File: config.mk
export PLATFORM = sky130hd
export DESIGN_NAME = fir_coef_bank
export DESIGN_NICKNAME = d
export VERILOG_FILES = /design/src/rtl/fir_coef_bank.sv
export SDC_FILE = /design/constraint.sdc
export NUM_CORES = 1
export LEC_CHECK = 0
export ABC_CLOCK_PERIOD_IN_PS = 6600
export CAP_MARGIN = 0
export CORE_AREA = 2 2 100 102
export DETAILED_ROUTE_END_ITERATION = 7
export DIE_AREA = 0 0 102 104
export MAX_ROUTING_LAYER = met4
export PLACE_DENSITY_LB_ADDON = 0.2
export RECOVER_POWER = 25
export SYNTH_ARGS = -nofsm -noshare
export SYNTH_HDL_FRONTEND = slang
export SYNTH_SLANG_ARGS = --single-unit
File: constraint.sdc
create_clock -name clk -period 6.6 [get_ports clk]
set_input_delay 0.99 -clock clk [delete_from_list [all_inputs] [get_ports clk]]
set_output_delay 0.99 -clock clk [all_outputs]
set_load 0.005 [all_outputs]
File: src/rtl/fir_coef_bank.sv
// ---------------------------------------------------------------------------
// fir_coef_bank
//
// Double-buffered coefficient store for the FIR filter. TAPS words are
// streamed into a shadow bank over a valid/ready handshake. The complete
// shadow bank is then copied into the active bank in a single edge, gated by
// swap_en. Because of this, the filter never sees a partially updated set.
//
// Ports:
//   clk        - single clock, rising edge
//   rst        - synchronous, active-high reset
//   load_start - pulse; begins or restarts a load
//   coef_valid - coefficient word present on coef_data
//   coef_data  - coefficient word (DATA_WIDTH)
//   coef_ready - block accepts a word this cycle (registered)
//   swap_en    - permits the shadow-to-active swap
//   w_N        - active bank, word k at w_N[k*DATA_WIDTH +: DATA_WIDTH]
//   busy       - FSM not idle (registered)
//   load_done  - pulse; the new bank is visible on w_N this cycle
//   load_abort - pulse; an in-progress load was discarded
//
// Optional feature, enabled by defining FIR_COEF_READBACK_EN:
//   rd_addr    - active-bank read address
//   rd_data    - active[rd_addr], registered with 1-cycle latency;
//                an out-of-range address reads 0
// ---------------------------------------------------------------------------
module fir_coef_bank #(
    parameter int  TAPS       = 4,
    parameter int  DATA_WIDTH = 16,
    localparam int IDX_W      = (TAPS > 1) ? $clog2(TAPS) : 1
) (
    input  logic                       clk,
    input  logic                       rst,
`ifdef FIR_COEF_READBACK_EN
    input  logic [IDX_W-1:0]           rd_addr,
    output logic [DATA_WIDTH-1:0]      rd_data,
`endif
    input  logic                       load_start,
    input  logic                       coef_valid,
    input  logic [DATA_WIDTH-1:0]      coef_data,
    output logic                       coef_ready,
    input  logic                       swap_en,
    output logic [TAPS*DATA_WIDTH-1:0] w_N,
    output logic                       busy,
    output logic                       load_done,
    output logic                       load_abort
);

    typedef enum logic [1:0] {
        S_IDLE = 2'd0,
        S_LOAD = 2'd1,
        S_PEND = 2'd2
    } state_t;

    localparam logic [IDX_W-1:0] LAST_IDX = IDX_W'(TAPS - 1);

    state_t                  state_q;
    state_t                  state_d;
    logic [IDX_W-1:0]        idx_q;
    logic [IDX_W-1:0]        idx_d;
    logic [DATA_WIDTH-1:0]   shadow_q [TAPS];
    logic [DATA_WIDTH-1:0]   active_q [TAPS];

    logic                    coef_ready_q;
    logic                    coef_ready_d;
    logic                    busy_q;
    logic                    busy_d;
    logic                    load_done_q;
    logic                    load_done_d;
    logic                    load_abort_q;
    logic                    load_abort_d;

    logic                    hs_s;
    logic                    swap_s;

    // load_start has priority over both a handshake and a swap in the same cycle
    assign hs_s   = (state_q == S_LOAD) && coef_valid && !load_start;
    assign swap_s = (state_q == S_PEND) && swap_en && !load_start;

    // State register
    always_ff @(posedge clk) begin
        if (rst) begin
            state_q <= S_IDLE;
        end else begin
            state_q <= state_d;
        end
    end

    // Next-state and write-index logic
    always_comb begin
        state_d = state_q;
        idx_d   = idx_q;
        if (load_start) begin
            state_d = S_LOAD;
            idx_d   = {IDX_W{1'b0}};
        end else begin
            case (state_q)
                S_IDLE: begin
                    state_d = S_IDLE;
                end
                S_LOAD: begin
                    if (coef_valid) begin
                        idx_d = idx_q + IDX_W'(1);
                        if (idx_q == LAST_IDX) begin
                            state_d = S_PEND;
                        end else begin
                            state_d = S_LOAD;
                        end
                    end else begin
                        idx_d = idx_q;
                    end
                end
                S_PEND: begin
                    if (swap_en) begin
                        state_d = S_IDLE;
                    end else begin
                        state_d = S_PEND;
                    end
                end
                default: begin
                    state_d = S_IDLE;
                end
            endcase
        end
    end

    // Output next values; derived from state_d so the registered outputs line up with the state
    always_comb begin
        coef_ready_d = (state_d == S_LOAD);
        busy_d       = (state_d != S_IDLE);
        load_done_d  = swap_s;
        load_abort_d = load_start && (state_q != S_IDLE);
    end

    // Output registers
    always_ff @(posedge clk) begin
        if (rst) begin
            coef_ready_q <= 1'b0;
            busy_q       <= 1'b0;
            load_done_q  <= 1'b0;
            load_abort_q <= 1'b0;
        end else begin
            coef_ready_q <= coef_ready_d;
            busy_q       <= busy_d;
            load_done_q  <= load_done_d;
            load_abort_q <= load_abort_d;
        end
    end

    // Shadow write, index update and atomic shadow-to-active swap
    always_ff @(posedge clk) begin
        if (rst) begin
            idx_q <= {IDX_W{1'b0}};
            for (int k = 0; k < TAPS; k++) begin
                shadow_q[k] <= {DATA_WIDTH{1'b0}};
                active_q[k] <= {DATA_WIDTH{1'b0}};
            end
        end else begin
            idx_q <= idx_d;
            if (hs_s) begin
                shadow_q[idx_q] <= coef_data;
            end
            if (swap_s) begin
                for (int k = 0; k < TAPS; k++) begin
                    active_q[k] <= shadow_q[k];
                end
            end
        end
    end

    for (genvar g = 0; g < TAPS; g++) begin : g_wn
        assign w_N[g*DATA_WIDTH +: DATA_WIDTH] = active_q[g];
    end

    assign coef_ready = coef_ready_q;
    assign busy       = busy_q;
    assign load_done  = load_done_q;
    assign load_abort = load_abort_q;

`ifdef FIR_COEF_READBACK_EN
    logic [DATA_WIDTH-1:0] rd_data_q;

    // Registered readback; reads the pre-swap value in the swap cycle
    always_ff @(posedge clk) begin
        if (rst) begin
            rd_data_q <= {DATA_WIDTH{1'b0}};
        end else if (32'(rd_addr) < 32'(TAPS)) begin
            rd_data_q <= active_q[rd_addr];
        end else begin
            rd_data_q <= {DATA_WIDTH{1'b0}};
        end
    end

    assign rd_data = rd_data_q;
`endif

endmodule

==> results.ini <==
[yosys]
synth-compound-area-share_pct=0.873
syn_nets=340
ys_types=30
synth_top_flop_cell=edfxtp_1
synth_area_leaders=edfxtp_1, and2_1, dfxtp_1, ha_1, clkbuf_1
yosys_warnings=0
synth_edf_count=128
netlist.area_leader.share_pct=74.5
synth-seq-cells=136
syn_avg_cell_area_um2=16.4
netlist_instances=315
synth_top_area_cell=edfxtp_1
synthAdderAreaFrac_pct=0.970
muxShareOfSynthArea_pct=0.412
synth_xor_area_share_pct=0.170
netlist_area_mm2=0.00516
ys_seq_area_share_pct=77.6
synth_top_family_by_area=simple AND/OR/NAND/NOR gates
ys_async_sr_fraction_pct=0
synth-simple-area-share_pct=18.5

[setup_path]
cp_max_fo=19
cp.arrival_ns=3.57
cp_slowest_stage_delay_ns=0.70
critPathSlowestCell=dlygate4sd3_1
worstSetupEndpointType=flop
worstPathRequired_ns=6.74
cp-start-kind=primary input
cp_cell_sequence=dlygate4sd3_1, and4bb_1, nor3b_4, or2_1
crit_type=primary input to flop
worst-path-buf-inv=1
cp_top_family=simple AND/OR/NAND/NOR gates

[floorplanning]
dieWidth_um=102
initial_core_util_pct=54.0
placementRows=36
io_pins=89
core_area_mm2=0.00955
fp.dieH_um=104
dieArea_mm2=0.0106

[cells_and_area]
nets=437
layout-drive-gt1-share_pct=8.94
nFillCells=649
multi_input_comb_area_mm2=0.00109
fin_area_mm2=0.00681
regArea_mm2=0.00400
antenna_cells=0
syn_to_final_growth_pct=32.0
fin_cells=558

[route]
drt_first_pass_iters=4
drtIter0Drc=136
postRouteAntennaNets=0
drcViolationCount=0
drt-total-wl_mm=9.28
vias=2744
viasPerCell=4.92
wl_per_cell_um=16.6

[job]
max_cap_viol_count=0

[clock_tree]
h-tree-depth=4
cts_buffer_depth=2
cts_tree=done
hold_buffers=0
root_buffer=clkbuf_8
numCtsBuffers=17
clock_latency_ns=0.51
cts_resized=0
postCtsSetupRepairBufs=0
clock-sinks=136
clk_pin_slew_worst_paths_ns=0.07

[timing]
rsz0062_at_grt=false
hold_viol_final=0
period_minus_slack_ns=3.43
setup_viol=0
worst_pin_slew_ns=1.03
clock_skew_ns=0.0116
finalSetupTns_ns=0
fin_crit_sh_pct=52.0
fmax_ghz=0.291
maxSlewHeadroom_pct=31.2
maxSlewViolCount=0

[placement]
place_hpwl_mm=5.75
numPortBuffers=88
place_area_mm2=0.00618
gp_congestion=0.739
placed_cells_incl_taps=526

[power]
peakVddDrop_uv=212
static-leakage-power_uw=0.00249
p_per_area_mw_per_mm2=304

[grt]
grt_pass1_vias=2763
antenna_found_initial=0
globalRoute.totalOverflow=0
grt_pass1_wl_mm=14.3
grt_max_degree=35
grt_usage_pct=19.0

[min_path]
hp-class=flop to flop

[status]
run_status=finished, final reports clean

-- routing by layer --
| metal | routed length [um] | vias to the layer above | track usage [%] | part of all wire, % |
|---|---|---|---|---|
| met1 | 4080 | 1335 | 25.3 | 44 |
| met2 | 4550 | 95 | 27.8 | 49 |
| met5 | 0 | - | - | 0 |
| met3 | 496 | 12 | 5.38 | 5.3 |
| li1 | - | 1302 | - | - |
| met4 | 151 | 0 | 7.81 | 1.6 |
-- per-stage QoR --
step | util, % | total power (uW) | hold WS, ns | worst slack, ns
6_report | 71.4 | 2070 | 0.517 | 3.17
5_1_grt | 71.4 | 2130 | 0.529 | 2.94
4_1_cts | 71.5 | 2090 | 0.521 | 3.44
3_5_place_dp | 64.8 | 1080 | 0.505 | 2.88
3_3_place_gp | 64.8 | 1070 | 0.500 | 3.04
2_1_floorplan | - | 1020 | 0.497 | 2.00
-- sequential cells by signal, summed over array words and instances, names as in the netlist --
signal and count:
load_abort 1, active_q 64, busy 1, idx_q 2, coef_ready 1, load_done 1, state_q 2, shadow_q 64
-- final timing paths --
path	slack, ns	depth (start not counted)	to	start
worst min register to register	0.52	1	active_q[3][7]$_SDFFCE_PN0P_	shadow_q[3][7]$_DFFE_PP_
worst min-delay path	0.52	1	active_q[3][7]$_SDFFCE_PN0P_	shadow_q[3][7]$_DFFE_PP_
worst max register to register	3.85	5	shadow_q[0][15]$_SDFFCE_PN0P_	state_q[1]$_SDFF_PP0_
worst max-delay path	3.17	4	shadow_q[0][15]$_SDFFCE_PN0P_	rst
-- placed cells by master (no fill, tap or decap), types with 2 or more instances in the layout --
master | synthesis | routed
clkbuf_8 | 0 | 3
clkbuf_1 | 8 | 4
and2_1 | 128 | 78
clkbuf_16 | 0 | 16
edfxtp_1 | 128 | 128
and3b_2 | 2 | 2
bufinv_16 | 0 | 5
nor2b_1 | 3 | 3
clkinvlp_4 | 0 | 4
a21oi_1 | 2 | 2
dlygate4sd3_1 | 0 | 2
ha_1 | 4 | 4
nor3_1 | 3 | 3
clkinv_4 | 0 | 2
dfxtp_1 | 8 | 8
inv_1 | 2 | 2
clkdlybuf4s50_1 | 0 | 86
or2_2 | 2 | 2
and2_0 | 0 | 50
nand2_1 | 4 | 4
-- synthesized netlist by cell type, types with 2 or more instances --
cell type  count
buf_2          2
and3b_2        2
inv_1          2
clkbuf_1       8
dfxtp_1        8
nor2b_1        3
ha_1           4
and2_1       128
o21bai_1       2
nand2_1        4
a21oi_1        2
or2_2          2
nor3_1         3
edfxtp_1     128
buf_6          2
-- power breakdown --
part           switching (uW)  total [uW]  internal, uW  leakage (uW)
Clock                     344        1020           673      0.000301
Sequential               9.03         980           971       0.00139
Combinational            36.3        76.3          40.0      0.000803
-- final cells by class --
class                           count  share of cell area (%)
Sequential cell                   136                    58.8
Multi-Input combinational cell    164                    16.0
Timing Repair Buffer               91                    13.1
Clock buffer                       21                    6.59
Clock inverter                     11                    2.90
Tap cell                          133                    2.44
Inverter                            2                   0.110
-- worst reg2reg max path: cells and delay by family (launching register included) --
family        cells  cell delay (ns)
fa+ha+maj         1             0.23
flops             1             0.32
simple gates      3             1.76
buf+inv           1             0.07
-- cells by family after synthesis --
| group | count (synthesis) |
|---|---|
| flops | 136 |
| xor+xnor | 1 |
| fa+ha+maj | 4 |
| buf+inv | 15 |
| simple gates | 150 |
| compound gates | 7 |
| mux | 2 |
(Power assumes the default switching activity.)
